### src/rtl/io_write_master.sv
// Buffered write master: queues source words in a small FIFO and hands each one to an
// IO bridge over a four-phase ReqW/AckW handshake, with a per-phase timeout that locks into ERR.
module io_write_master #(
  parameter int DATA_WIDTH     = 8,
  parameter int FIFO_DEPTH     = 4,
  parameter int TIMEOUT_CYCLES = 255
) (
  input  logic                          clk,
  input  logic                          reset,
  input  logic                          Valid_i,
  input  logic [DATA_WIDTH-1:0]         Data_i,
  output logic                          Ready_o,
  output logic                          ReqW_o,
  output logic [DATA_WIDTH-1:0]         Data_o,
  input  logic                          AckW_i,
  output logic [$clog2(FIFO_DEPTH):0]   Count_o,
  output logic                          Busy_o,
  output logic                          Timeout_o
);

  localparam int PTR_W = $clog2(FIFO_DEPTH);
  localparam int TMR_W = $clog2(TIMEOUT_CYCLES + 1);
  localparam logic [PTR_W:0]   DEPTH    = (PTR_W + 1)'(FIFO_DEPTH);
  localparam logic [TMR_W-1:0] TMR_LAST = TMR_W'(TIMEOUT_CYCLES - 1);

  typedef enum logic [1:0] {IDLE, REQ, WAIT_REL, ERR} state_t;

  state_t                  state;
  logic [DATA_WIDTH-1:0]   mem [FIFO_DEPTH];
  logic [PTR_W-1:0]        wr_ptr;
  logic [PTR_W-1:0]        rd_ptr;
  logic [TMR_W-1:0]        timer;
  logic                    push;
  logic                    pop;

  assign Ready_o = (Count_o < DEPTH) && (state != ERR);
  assign push    = Valid_i && Ready_o;
  assign Busy_o  = (state != IDLE) || (Count_o != '0);

  // A pop is decided from the pre-edge count, so a word pushed on the same edge is never popped.
  always_comb begin
    // NOTE: every signal written here gets a default first so no latch is inferred.
    pop = 1'b0;
    case (state)
      IDLE:     pop = (Count_o != '0);
      WAIT_REL: pop = !AckW_i && (Count_o != '0);
      default:  pop = 1'b0;
    endcase
  end

  // NOTE: storage array carries no reset; the pointers and count define which entries are valid.
  always_ff @(posedge clk) begin
    if (push) mem[wr_ptr] <= Data_i;
  end

  // NOTE: sequential state uses non-blocking assignments only, so every read sees pre-edge values.
  always_ff @(posedge clk) begin
    if (!reset) begin
      state     <= IDLE;
      ReqW_o    <= 1'b0;
      Data_o    <= '0;
      Count_o   <= '0;
      wr_ptr    <= '0;
      rd_ptr    <= '0;
      timer     <= '0;
      Timeout_o <= 1'b0;
    end else begin
      if (push) wr_ptr <= wr_ptr + 1'b1;
      if (pop) begin
        rd_ptr <= rd_ptr + 1'b1;
        Data_o <= mem[rd_ptr];
      end

      case ({push, pop})
        2'b10:   Count_o <= Count_o + 1'b1;
        2'b01:   Count_o <= Count_o - 1'b1;
        default: Count_o <= Count_o;
      endcase

      case (state)
        IDLE: begin
          if (pop) begin
            state  <= REQ;
            ReqW_o <= 1'b1;
            timer  <= '0;
          end
        end
        REQ: begin
          // A qualifying ack on the expiry edge wins over the timeout.
          if (AckW_i) begin
            state  <= WAIT_REL;
            ReqW_o <= 1'b0;
            timer  <= '0;
          end else if (timer == TMR_LAST) begin
            state     <= ERR;
            ReqW_o    <= 1'b0;
            Timeout_o <= 1'b1;
          end else begin
            timer <= timer + 1'b1;
          end
        end
        WAIT_REL: begin
          if (!AckW_i) begin
            timer <= '0;
            if (pop) begin
              state  <= REQ;
              ReqW_o <= 1'b1;
            end else begin
              state <= IDLE;
            end
          end else if (timer == TMR_LAST) begin
            state     <= ERR;
            Timeout_o <= 1'b1;
          end else begin
            timer <= timer + 1'b1;
          end
        end
        ERR: begin
          ReqW_o    <= 1'b0;
          Timeout_o <= 1'b1;
        end
        default: state <= IDLE;
      endcase
    end
  end

endmodule

### config.mk
export PLATFORM = sky130hd
export DESIGN_NAME = io_write_master
export DESIGN_NICKNAME = d
export VERILOG_FILES = /design/src/rtl/io_write_master.sv
export SDC_FILE = /design/constraint.sdc
export NUM_CORES = 1
export LEC_CHECK = 0
export BUFFER_PORTS_ARGS = -buffer_cell sky130_fd_sc_hd__buf_2
export CAP_MARGIN = 40
export CELL_PAD_IN_SITES_DETAIL_PLACEMENT = 0
export CELL_PAD_IN_SITES_GLOBAL_PLACEMENT = 1
export CORE_MARGIN = 4
export CORE_UTILIZATION = 50
export CTS_CLUSTER_SIZE = 14
export DETAILED_ROUTE_END_ITERATION = 8
export HOLD_SLACK_MARGIN = 0.02
export PLACE_DENSITY = 0.93
export SLEW_MARGIN = 20
export SYNTH_ARGS = -nofsm -noshare
export SYNTH_HDL_FRONTEND = slang
export SYNTH_SLANG_ARGS = --single-unit
export TNS_END_PERCENT = 10
### constraint.sdc
create_clock -name clk -period 4.4 [get_ports clk]
set_clock_uncertainty 0.1 [all_clocks]
set_input_delay 0.88 -clock clk [delete_from_list [all_inputs] [get_ports clk]]
set_output_delay 0.88 -clock clk [all_outputs]
set_load 0.02 [all_outputs]
# Word level (Yosys, flattened, before mapping)
# Memories as Yosys holds them, arrays and structs flattened. A register that Yosys moved wholly into a read port is not among the register bits.
# Cells that the tools add are included.
[classes] n_div=0 n_addsub=5 n_shift=0 eq_ne=12 mux=24 reduce_logical=15 n_mul=0 magnitude_cmp=1 n_bitwise=0
[op_table] cell="$mux W8" n=4
[op_table] cell="$pmux W8 S3" n=1
[op_table] cell="$mux W1" n=10
[op_table] cell="$ne A2 B2 Y1 const B" n=5
[op_table] cell="$reduce_bool A3 Y1" n=3
[op_table] cell="$add A8 B1 Y8 const B" n=1
[op_table] cell="$eq A8 B8 Y1 const B" n=1
[op_table] cell="$mux W2" n=4
[op_table] cell="$eq A2 B2 Y1 const B" n=3
[op_table] cell="$pmux W2 S3" n=1
[op_table] cell="$pmux W3 S2" n=1
[op_table] cell="$add A2 B1 Y2 const B" n=2
[op_table] cell="$eq A2 B1 Y1 const B" n=2
[op_table] cell="$pmux W1 S4" n=1
[op_table] cell="$reduce_and A2 Y1" n=2
[op_table] cell="$reduce_bool A2 Y1" n=2
[op_table] cell="$add A3 B1 Y3 const B" n=1
[op_table] cell="$logic_and A1 B1 Y1" n=3
[op_table] cell="$lt A3 B3 Y1 const B" n=1
[op_table] cell="$ne A3 B3 Y1 const B" n=1
[op_table] cell="$pmux W1 S3" n=1
[op_table] cell="$reduce_and A3 Y1" n=1
[op_table] cell="$sub A3 B1 Y3 const B" n=1
[op_table] cell="$logic_not A1 Y1" n=2
[op_table] cell="other kinds (3)" n=3
[word_totals] in_bits=12 wordCells=65 romBits=0 ff_bits=19 out_inout_bits=15 latchBits=0 memories=1 ramBits=32
[mem_list] name="mem" depth=4 word_bits=8 read_ports=1 rd_ports_with_merged_regs=1 wr=1 line_no="29" source="logic [DATA_WIDTH-1:0] mem [FIFO_DEPTH];"

# Longest topological paths before layout
# Gate-level depths: netlist of the first run.
[depth] ltp_word=6 mapped_depth=12 mapped_depth_nobuf=11

# Least setup slack after synthesis of the first run
# Ideal clock, no wire load.
[synth_path] path_type="input-to-reg" start="input port AckW_i" end="register Count_o[2]" t_required_ns=4.229 arrival_ns=2.725 setup_ns=0.071 path_buffers=2 cell_stages=11 path_slack_ns=1.504 path_cell_list="buf_4 nor2b_1 o21ai_2 buf_6 inv_1 ha_1 inv_1 fa_1 xor2_1 or3_2 a21oi_1"
[synth_between] elab_chain_len=5 word_cells_on_any_way=7 classes_between="2 x eq/ne; 2 x mux; 3 x reduce/logical"
[synth_lines] element="from (decl)" line_no="15" source="input logic AckW_i,"
[synth_lines] element="$logic_not A1 Y1 *"
[synth_lines] element="$logic_and A1 B1 Y1 *" line_no="46" source="WAIT_REL: pop = !AckW_i && (Count_o != '0);"
[synth_lines] element="$pmux W1 S2 *" line_no="44" source="case (state)"
[synth_lines] element="named net pop" line_no="34" source="logic pop;"
[synth_lines] element="$eq A2 B1 Y1 or $eq A2 B2 Y1 (tied branches)" line_no="74" source="case ({push, pop})"
[synth_lines] element="$pmux W3 S2 or $reduce_bool A2 Y1 (tied branches)"
[synth_lines] element="to (signal assigned)" line_no="75" source="2'b10: Count_o <= Count_o + 1'b1;"
[synth_lines] element="to (signal assigned)" line_no="76" source="2'b01: Count_o <= Count_o - 1'b1;"
[synth_lines] element="to (signal assigned)" line_no="77" source="default: Count_o <= Count_o;"
[synth_lines] element="to (decl)" line_no="16" source="output logic [$clog2(FIFO_DEPTH):0] Count_o,"
# The timed path passes the listed nets; every way through them passes the cells marked *.
# A chain may end at the register's enable or synchronous reset.

# Worst setup path after layout of the first run
[layout_path] start="register state[0]" end="register Count_o[2]"
[layout_between] word_cells_on_any_way=10 classes_between="4 x eq/ne; 2 x mux; 4 x reduce/logical"
[layout_lines] element="from (decl)" line_no="28" source="state_t state;"
[layout_lines] element="from (signal assigned)" line_no="59" source="state <= IDLE;"
[layout_lines] element="from (signal assigned)" line_no="83" source="state <= REQ;"
[layout_lines] element="from (signal assigned)" line_no="91" source="state <= WAIT_REL;"
[layout_lines] element="$eq A2 B2 Y1 or $logic_not A2 Y1 (tied branches)" line_no="44"
[layout_lines] element="$pmux W1 S2 *" line_no="44"
[layout_lines] element="named net pop" line_no="34"
[layout_lines] element="$eq A2 B1 Y1 or $eq A2 B2 Y1 (tied branches)" line_no="74"
[layout_lines] element="$pmux W3 S2 or $reduce_bool A2 Y1 (tied branches)"
# Marks and branches as above.

==> results of run 1 <==
-- cell type report --
type	instances	area (um^2)	area share, %
sequential	59	1500	49.5
inverter	12	45.0	1.48
clock buffer	12	145	4.78
tap	70	87.6	2.89
clock inverter	4	73.8	2.43
timing repair buffer	28	153	5.03
multi-input combinational	127	1030	33.9
-- critical path: cells and delay by family, from the launching register on --
kind / cells / cell delay, ns
compound gates: 2 / 0.72
xor+xnor: 1 / 0.09
fa+ha+maj: 3 / 0.69
buf+inv: 3 / 0.34
flops: 1 / 0.44
simple gates: 2 / 0.61
-- worst paths after layout --
check                             endpoint
worst max-delay path            Count_o[2]
worst min-delay path             Timeout_o
worst max register to register  Count_o[2]
worst min register to register   Timeout_o
-- registers in the layout, summed over array words and instances (netlist names) --
signal and count:
Timeout_o 1, mem 32, Data_o 8, ReqW_o 1, state 2, rd_ptr 2
wr_ptr 2, Count_o 3, timer 8
-- cells by family after synthesis --
kind of cell | after synthesis | synth area share [%]
mux | 17 | 10.3
flops | 59 | 57.0
simple gates | 55 | 11.1
fa+ha+maj | 13 | 6.45
buf+inv | 22 | 3.99
compound gates | 37 | 9.54
xor+xnor | 5 | 1.66
-- power by group --
part / internal, mW / switching [mW] / leakage [nW]
logic: 0.277 / 0.380 / 0.556
clock network: 0.335 / 0.209 / 0.111
registers: 0.681 / 0.0829 / 0.514
total: 1.29 / 0.671 / 1.18
-- stage by stage --
step	cell area, um^2	setup slack (ns)
after detailed placement	2790	1.21
final	3040	1.34
after floorplan	2640	1.50
after CTS	3010	1.35
after global placement	2790	1.32
after global routing	3040	1.14
-- cells in the mapped netlist (all sizes together), types with 2 or more instances --
master	instances
o21ai	4
nor2b	4
clkbuf	3
mux4	8
nor3	4
xor2	4
buf	7
a211oi	3
mux2i	8
nand4	3
edfxtp	32
nand2	11
a21oi	14
nor2	17
and2	9
dfxtp	27
a31oi	3
or3	3
o221a	3
a41oi	2
ha	12
inv	12
-- layer usage --
metal | global-route usage (%) | vias to the layer above | share of wire, %
li1 | - | 821 | -
met1 | 20.2 | 807 | 42
met2 | 28.7 | 46 | 50
met3 | 4.48 | 10 | 5.2
met4 | 8.78 | 0 | 1.9
met5 | 0 | - | 0
==> out/summary.txt, run 1 <==
Final worst path period share -> 69.4%
Fraction of layout cells with a size suffix above 1 -> 25.2%
Upper clock frequency limit -> 327 MHz
Synth warn -> 0
Required arrival time at the worst endpoint -> 4.58 ns
Worst hold start -> Timeout_o
Number of optimization iterations in the first detailed-route pass -> 4
Path type of the worst min-delay path -> reg -> reg
# placed instances -> 294
Critical path capture point type -> flop
Antenna Nets Post-Route -> 0
Half-perimeter wire length after placement -> 3220 um
TritonCTS buffer count -> 9
Post-synthesis cell type with the largest combined area -> sky130_fd_sc_hd__edfxtp_1
Maximum fanout encountered on the critical timing path -> 11
Portion of the post-synthesis area used by sequential elements -> 57.0%
Clock latency on the worst-skew pair -> 0.34 ns
Commonest cells after routing, fill and taps aside -> 32 x sky130_fd_sc_hd__edfxtp_1, 27 x sky130_fd_sc_hd__dfxtp_1, 26 x sky130_fd_sc_hd__buf_2
Die outline area -> 0.00650 mm^2
Time the final worst path needs with I/O delays and setup -> 3.06 ns
Worst hold path stage count -> 2
Fin. max-slew vios -> 0
Standard-cell rows -> 26
Final cell count without fillers -> 312
Avg Vias per Cell -> 5.40
Synth top area cells -> sky130_fd_sc_hd__edfxtp_1 36%, sky130_fd_sc_hd__dfxtp_1 21%, sky130_fd_sc_hd__mux4_2 6.8%
Number of antenna diodes -> 0
Setup fix buffers added after clock tree synthesis -> 0
Worst R2R Setup Slack -> 1.34 ns
Total power draw -> 1.96 mW
Total routed wirelength -> 4940 um
Number of DRC violations after detailed-routing iteration 0 -> 96
Post-DR wirelength/cell -> 15.8 um
Gr ovfl total -> 0
Total track usage -> 17.2%
Count of state elements after synthesis -> 59
Result of the run -> complete, no violations
Number of enable-type register cells in the synthesized netlist -> 32
CP Launch Point -> state[0]
Fill cell total of the finished layout -> 417
Net count after synthesis -> 233
Startpoint of the most critical register-to-register path -> state[0]
Routability cong. -> 0.736
Initial antenna violation count -> 0
Pin count of the biggest net entering global routing -> 25
Synth unique cells -> 45
Final count of hold timing violations -> 0
Remaining design rule violation count -> 0
Leakage power of the design -> 1.18 nW
Gate count after technology mapping -> 208
Floorplan core area -> 0.00511 mm^2
RSZ-0062 raised after global routing -> no
Max IR drop VDD -> 0.000424 V
Via total after detailed routing -> 1684
Synth async-reset ratio -> 0%
Horizontal die dimension -> 80.6 um
Critical path's largest stage delay -> 0.58 ns
Areal power density over the cells -> 647 mW/mm^2
Slew at the pin closest to its max-slew limit -> 0.733 ns
Top cell by count, worst path -> sky130_fd_sc_hd__inv_1
NumNets Final -> 262
Number of clock sinks -> 59
Mapped Avg Cell Area -> 12.7 um^2
Crit path DAT -> 3.23 ns
Register-to-Register Path Depth -> 11
Nature of the critical path startpoint -> flop
Buffer type at the clock tree root -> sky130_fd_sc_hd__clkbuf_8
Rel. slew slack -> 51.2%
Vias in the first global route -> 1670
Starting Density -> 51.6%
Most common cell after layout, fill and taps aside -> sky130_fd_sc_hd__edfxtp_1
Worst Hold Margin -> 0.349 ns
# resized after CTS -> 0
H-tree depth -> 3
Layout overhead on the synthesized area -> 15.1%
Die height -> 80.6 um
Clock transition at the registers of the reported paths -> 0.07 ns
Share of Yosys cell area claimed by the top area cell type -> 36.4%
Sum of negative setup slack -> 0 ns
IO buf count -> 26
I/O pin count -> 27
Hold buffer count at cts -> 0
Post-synthesis cell area -> 0.00264 mm^2
Critical setup path kind -> reg -> reg
Wire length of the first global-routing pass -> 8160 um
Primary FF master, synth -> sky130_fd_sc_hd__edfxtp_1
Final number of setup-violating endpoints -> 0
List of cells traversed by the critical path -> inv_1 > ha_1 > nor2b_1 > o21ai_2 > inv_1 > ha_1 > inv_1 > fa_1 > xor2_1 > or3_2 > a21oi_1
Clock buffer depth -> 2
Final Core Density -> 59.4%
Standard cell with the maximum stage delay on the critical path -> sky130_fd_sc_hd__o21ai_2
Max-cap viol count -> 0
TritonCTS clock tree -> built
No activity file was read; power rests on OpenSTA's default activity.
==> run 2: changes to the inputs <==
CORE_UTILIZATION = 47   (was 50)
PLACE_DENSITY = 0.89   (was 0.93)
clock period = 2.95 ns   (was 4.4 ns; I/O delays follow)
==> run 2 against run 1 <==
Fmax grew 17%. Combinational power grew 48%. Critical endpoint unchanged. Critical path depth is the same. Largest cell class unchanged. Critical path type unchanged. Largest power group unchanged. Routed wire length shrank 6.8%.
==> out/summary.txt, run 2 (synthesis gave the netlist of run 1 again) <==
Required arrival time at the worst endpoint -> 3.10 ns (was 4.58 ns)
Worst setup slack before clock tree synthesis -> 0.347 ns (was 1.21 ns)
Nature of the critical path startpoint -> flop (unchanged)
Post-DR wirelength/cell -> 14.7 um (was 15.8 um)
Final cell count without fillers -> 314 (was 312)
Half-perimeter wire length after placement -> 3130 um (was 3220 um)
RSZ-0062 raised after global routing -> no (unchanged)
Remaining design rule violation count -> 0 (unchanged)
Vias in the first global route -> 1730 (was 1670)
Clock transition at the registers of the reported paths -> 0.07 ns (about the same)
Max-cap viol count -> 0 (unchanged)
Wire length of the first global-routing pass -> 8310 um (was 8160 um)
Floorplan core area -> 0.00547 mm^2 (was 0.00511 mm^2)
Sum of negative setup slack -> 0 ns (unchanged)
Hold buffer count at cts -> 0 (unchanged)
IO buf count -> 26 (unchanged)
Final number of setup-violating endpoints -> 0 (unchanged)
I/O pin count -> 27 (unchanged)
Die height -> 82.9 um (was 80.6 um)
Pin count of the biggest net entering global routing -> 25 (unchanged)
Leakage power of the design -> 1.17 nW (was 1.18 nW)
Leading registers by flop count -> mem: 32 flops, Data_o: 8 flops, timer: 8 flops (unchanged)
Slew at the pin closest to its max-slew limit -> 0.764 ns (was 0.733 ns)
H-tree depth -> 3 (unchanged)
Layout overhead on the synthesized area -> 14.9% (was 15.1%)
Switching fraction of total power -> 33.8% (was 34.2%)
Avg Vias per Cell -> 5.25 (was 5.40)
Total routed wirelength -> 4610 um (was 4940 um)
Routability cong. -> 0.769 (was 0.736)
Final count of hold timing violations -> 0 (unchanged)
Fraction of layout cells with a size suffix above 1 -> 25.2% (unchanged)
Fin. max-slew vios -> 0 (unchanged)
Number of clock sinks -> 59 (unchanged)
Max IR drop VDD -> 0.000457 V (was 0.000424 V)
Clock latency on the worst-skew pair -> 0.32 ns (was 0.34 ns)
Critical setup path kind -> reg -> reg (unchanged)
Gr ovfl total -> 0 (unchanged)
Total power draw -> 2.89 mW (was 1.96 mW)
Fill cell total of the finished layout -> 487 (was 417)
Standard-cell rows -> 27 (was 26)
Internal power -> 1.91 mW (was 1.29 mW)
Result of the run -> complete, no violations (unchanged)
Initial antenna violation count -> 0 (unchanged)
Final worst path period share -> 88.4% (was 69.4%)
Upper clock frequency limit -> 383 MHz (was 327 MHz)
Flip-flop count of the largest register, all copies and words added -> 32 (unchanged)
# placed instances -> 298 (was 294)
Fraction of power consumed by combinational cells -> 33.5% (was 33.4%)
Register bank with the most flops -> mem (unchanged)
Most common cell after layout, fill and taps aside -> sky130_fd_sc_hd__edfxtp_1 (unchanged)
Rel. slew slack -> 49.0% (was 51.2%)
Areal power density over the cells -> 955 mW/mm^2 (was 647 mW/mm^2)
Clock buffer depth -> 2 (unchanged)
Starting Density -> 48.2% (was 51.6%)
Maximum fanout encountered on the critical timing path -> 6 (was 11)
Commonest cells after routing, fill and taps aside -> 32 x sky130_fd_sc_hd__edfxtp_1, 27 x sky130_fd_sc_hd__dfxtp_1, 26 x sky130_fd_sc_hd__buf_2 (unchanged)
TritonCTS buffer count -> 9 (unchanged)
Buffer type at the clock tree root -> sky130_fd_sc_hd__clkbuf_8 (unchanged)
# resized after CTS -> 0 (unchanged)
TritonCTS clock tree -> built (unchanged)
Time the final worst path needs with I/O delays and setup -> 2.61 ns (was 3.06 ns)
Psw -> 978 uW (was 671 uW)
Number of antenna diodes -> 0 (unchanged)
Instance area at placement -> 0.00281 mm^2 (was 0.00279 mm^2)
Least setup slack across all paths after layout -> 0.342 ns (was 1.34 ns)
Setup fix buffers added after clock tree synthesis -> 0 (unchanged)
Proportion of power drawn by the clock network -> 27.1% (was 27.6%)
Via total after detailed routing -> 1647 (was 1684)
Horizontal die dimension -> 82.9 um (was 80.6 um)
Crit path DAT -> 2.76 ns (was 3.23 ns)
Number of optimization iterations in the first detailed-route pass -> 4 (unchanged)
Antenna Nets Post-Route -> 0 (unchanged)
Critical path capture point type -> flop (unchanged)
Die outline area -> 0.00687 mm^2 (was 0.00650 mm^2)
Final instance area -> 0.00303 mm^2 (was 0.00304 mm^2)
Sequential Power Share -> 39.4% (was 38.9%)
Path type of the worst min-delay path -> reg -> reg (unchanged)
Total track usage -> 15.2% (was 17.2%)
Number of DRC violations after detailed-routing iteration 0 -> 72 (was 96)
NumNets Final -> 262 (unchanged)
## run 2: cell count changes in the layout (fill, tap and decap cells not counted), sizes merged
| cell | delta |
|---|---|
| clkinv | +2 |
| clkbuf | -4 |
| buf | +1 |
| clkinvlp | +1 |
## run 2: stage by stage
| step | util (%) | hold WS, ns |
|---|---|---|
| CTS | 55.3 | 0.363 |
| detailed placement | 51.4 | 0.370 |
| global placement | 51.4 | 0.331 |
| global route | 55.3 | 0.363 |
| floorplan | - | 0.360 |
| finish | 55.3 | 0.366 |
## run 2: routing by layer
metal	wire [um]	vias to the layer above	track usage (%)
li1	-	820	-
met1	2040	794	18.1
met2	2340	31	25.9
met3	200	2	5.75
met4	19	0	4.01
met5	0	-	0
## run 2: final cells by class
cell class | instances | area (um^2) | share of cell area (%)
Tap cell | 72 | 90.1 | 2.98
Inverter | 12 | 45.0 | 1.49
Clock buffer | 9 | 124 | 4.09
Timing Repair Buffer | 28 | 145 | 4.79
Sequential cell | 59 | 1500 | 49.6
Clock inverter | 7 | 92.6 | 3.06
Multi-Input combinational cell | 127 | 1030 | 34.0
## run 2: critical path, cell delays in order, from the launching register on
cell and delay [ns]:
sky130_fd_sc_hd__dfxtp_1 0.37, sky130_fd_sc_hd__inv_1 0.11, sky130_fd_sc_hd__ha_1 0.23, sky130_fd_sc_hd__nor2b_1 0.27, sky130_fd_sc_hd__o21ai_2 0.09, sky130_fd_sc_hd__inv_1 0.06, sky130_fd_sc_hd__ha_1 0.17, sky130_fd_sc_hd__inv_1 0.06
sky130_fd_sc_hd__fa_1 0.37, sky130_fd_sc_hd__xor2_1 0.15, sky130_fd_sc_hd__or3_2 0.40, sky130_fd_sc_hd__a21oi_1 0.14
## run 2: power by group through the flow
stage          combinational (mW)  clock (mW)  sequential, mW
6_report                    0.970       0.783            1.14
3_3_place_gp                0.963           0            1.15
2_1_floorplan               0.725           0            1.18
4_1_cts                     0.987       0.801            1.14
3_5_place_dp                0.979           0            1.15
5_1_grt                      1.09       0.844            1.16
## run 2: final timing paths
check	slack, ns	startpoint	to	cells after the start
min	0.37	Timeout_o	Timeout_o	2
max	0.34	state[0]	Count_o[2]	11
min reg2reg	0.37	Timeout_o	Timeout_o	2
max reg2reg	0.34	state[0]	Count_o[2]	11
==> run 3: changes to the inputs <==
CAP_MARGIN = 0   (was 40)
CORE_MARGIN = default   (was 4)
==> run 3 against run 2 <==
Clock power fell by 2%. Largest power group unchanged. Utilization rose by 2.2 points. Critical path type unchanged. Routed wire length fell by 5.5%. Non-clock buffer count did not move. Worst setup slack improved by 0.0020 ns. Sequential share of layout area rose by 0.21 points. Final cell count fell by 0.96%. First-iteration DRC count rose by 42%. Critical path depth did not move.
==> out/summary.txt, run 3 (synthesis gave the netlist of run 1 again) <==
Result of the run -> complete, no violations (unchanged)
Floorplan core area -> 0.00524 mm^2 (was 0.00547 mm^2)
Total track usage -> 16.5% (was 15.2%)
Starting Density -> 50.3% (was 48.2%)
Final worst path period share -> 88.3% (was 88.4%)
Final number of setup-violating endpoints -> 0 (unchanged)
Critical path's largest stage delay -> 0.40 ns (about the same)
Fin. max-slew vios -> 0 (unchanged)
Number of antenna diodes -> 0 (unchanged)
Crit path DAT -> 2.75 ns (was 2.76 ns)
Clock buffer depth -> 2 (unchanged)
Register-to-Register Path Depth -> 11 (unchanged)
Standard cell with the maximum stage delay on the critical path -> sky130_fd_sc_hd__or3_2 (unchanged)
Worst Hold Margin -> 0.351 ns (was 0.366 ns)
Worst hold path stage count -> 2 (unchanged)
RSZ-0062 raised after global routing -> no (unchanged)
Clock latency on the worst-skew pair -> 0.33 ns (was 0.32 ns)
Time the final worst path needs with I/O delays and setup -> 2.61 ns (about the same)
Path type of the worst min-delay path -> reg -> reg (unchanged)
Final instance area -> 0.00302 mm^2 (was 0.00303 mm^2)
Flip-flop count of the largest register, all copies and words added -> 32 (unchanged)
IO buf count -> 26 (unchanged)
Pin count of the biggest net entering global routing -> 25 (unchanged)
Antenna Nets Post-Route -> 0 (unchanged)
Number of optimization iterations in the first detailed-route pass -> 4 (unchanged)
Die height -> 76.9 um (was 82.9 um)
Remaining design rule violation count -> 0 (unchanged)
Layout overhead on the synthesized area -> 14.4% (was 14.9%)
Vias in the first global route -> 1589 (was 1730)
Most common cell after layout, fill and taps aside -> sky130_fd_sc_hd__edfxtp_1 (unchanged)
Commonest cells after routing, fill and taps aside -> 32 x sky130_fd_sc_hd__edfxtp_1, 27 x sky130_fd_sc_hd__dfxtp_1, 26 x sky130_fd_sc_hd__buf_2 (unchanged)
Worst setup slack before clock tree synthesis -> 0.339 ns (was 0.347 ns)
Initial antenna violation count -> 0 (unchanged)
Routability cong. -> 0.793 (was 0.769)
Stages on worst setup path -> 11 (unchanged)
Max-cap viol count -> 0 (unchanged)
Horizontal die dimension -> 76.9 um (was 82.9 um)
Cell type group with the largest total delay on the critical path -> adder cells (unchanged)
# placed instances -> 296 (was 298)
Wire length of the first global-routing pass -> 7310 um (was 8310 um)
Final count of hold timing violations -> 0 (unchanged)
Required arrival time at the worst endpoint -> 3.10 ns (about the same)
Buffer type at the clock tree root -> sky130_fd_sc_hd__clkbuf_8 (unchanged)
Least setup slack across all paths after layout -> 0.344 ns (was 0.342 ns)
Half-perimeter wire length after placement -> 2900 um (was 3130 um)
Rel. slew slack -> 46.3% (was 49.0%)
Setup fix buffers added after clock tree synthesis -> 0 (unchanged)
Sum of buffers and inverters on the critical path -> 3 (unchanged)
TritonCTS clock tree -> built (unchanged)
Areal power density over the cells -> 949 mW/mm^2 (was 955 mW/mm^2)
I/O pin count -> 27 (unchanged)
Hold buffer count at cts -> 0 (unchanged)
NumNets Final -> 262 (unchanged)
Register bank with the most flops -> mem (unchanged)
Total routed wirelength -> 4350 um (was 4610 um)
Sum of negative setup slack -> 0 ns (unchanged)
Critical setup path kind -> reg -> reg (unchanged)
Leakage power of the design -> 1.17 nW (about the same)
Upper clock frequency limit -> 384 MHz (was 383 MHz)
Number of clock sinks -> 59 (unchanged)
Die outline area -> 0.00591 mm^2 (was 0.00687 mm^2)
Leading registers by flop count -> mem: 32 flops, Data_o: 8 flops, timer: 8 flops (unchanged)
TritonCTS buffer count -> 9 (unchanged)
Clock transition at the registers of the reported paths -> 0.06 ns (was 0.07 ns)
Critical path capture point type -> flop (unchanged)
Via total after detailed routing -> 1619 (was 1647)
Post-DR wirelength/cell -> 14.0 um (was 14.7 um)
Maximum fanout encountered on the critical timing path -> 6 (unchanged)
Number of DRC violations after detailed-routing iteration 0 -> 102 (was 72)
Nature of the critical path startpoint -> flop (unchanged)
Gr ovfl total -> 0 (unchanged)
Standard-cell rows -> 26 (was 27)
Max IR drop VDD -> 0.000650 V (was 0.000457 V)
Top cell by count, worst path -> sky130_fd_sc_hd__inv_1 (unchanged)
Final cell count without fillers -> 311 (was 314)
List of cells traversed by the critical path -> inv_1 > ha_1 > nor2b_1 > o21ai_2 > inv_1 > ha_1 > inv_1 > fa_1 > xor2_1 > or3_2 > a21oi_1 (unchanged)
Slew at the pin closest to its max-slew limit -> 0.805 ns (was 0.764 ns)
Avg Vias per Cell -> 5.21 (was 5.25)
H-tree depth -> 3 (unchanged)
Fraction of layout cells with a size suffix above 1 -> 25.3% (was 25.2%)
Instance area at placement -> 0.00281 mm^2 (about the same)
# resized after CTS -> 0 (unchanged)
==> run 3: changes by cell type in the layout (fill, tap and decap cells not counted) <==
cell | before | now
sky130_fd_sc_hd__clkbuf_1 | 0 | 1
sky130_fd_sc_hd__clkinv_1 | 2 | 0
sky130_fd_sc_hd__clkinv_2 | 0 | 2
sky130_fd_sc_hd__clkinv_4 | 2 | 1
sky130_fd_sc_hd__clkinvlp_4 | 1 | 0
==> run 3: report_power, final <==
part / internal, mW / switching, mW / total, mW
Clock: 0.469 / 0.301 / 0.770
Sequential: 1.02 / 0.111 / 1.13
Combinational: 0.424 / 0.540 / 0.964
Total: 1.91 / 0.951 / 2.86
==> run 3: path summary, 6_finish.rpt <==
check	endpoint	slack [ns]	from
worst min-delay path	Timeout_o	0.35	Timeout_o
worst min register to register	Timeout_o	0.35	Timeout_o
worst max register to register	Count_o[2]	0.34	state[0]
worst max-delay path	Count_o[2]	0.34	state[0]
==> run 3: final cells by class <==
cell class,instances,area (um^2)
clock buffer,10,128
clock inverter,5,78.8
fill,415,2220
inverter,12,45.0
multi-input combinational,127,1030
sequential,59,1500
tap,70,87.6
timing repair buffer,28,145
==> run 3: metrics by stage <==
| step | total power, mW | utilization (%) |
|---|---|---|
| after CTS | 2.89 | 57.6 |
| after floorplan | 1.91 | - |
| after global placement | 2.10 | 53.6 |
| final | 2.86 | 57.6 |
| after global routing | 3.05 | 57.6 |
| after detailed placement | 2.12 | 53.6 |
==> run 3: worst min-delay path, stage by stage, from the launching register on <==
cell                      delay, ns
sky130_fd_sc_hd__dfxtp_1       0.31
sky130_fd_sc_hd__inv_1         0.05
sky130_fd_sc_hd__a21oi_1       0.05
==> run 3: per-layer routing <==
| metal | routed length [um] | up-vias | share of wire [%] | track usage (%) |
|---|---|---|---|---|
| li1 | - | 824 | - | - |
| met1 | 2050 | 758 | 47 | 20.4 |
| met2 | 2070 | 31 | 48 | 25.9 |
| met3 | 185 | 6 | 4.3 | 6.07 |
| met4 | 44 | 0 | 1.0 | 6.73 |
| met5 | 0 | - | 0 | 0 |
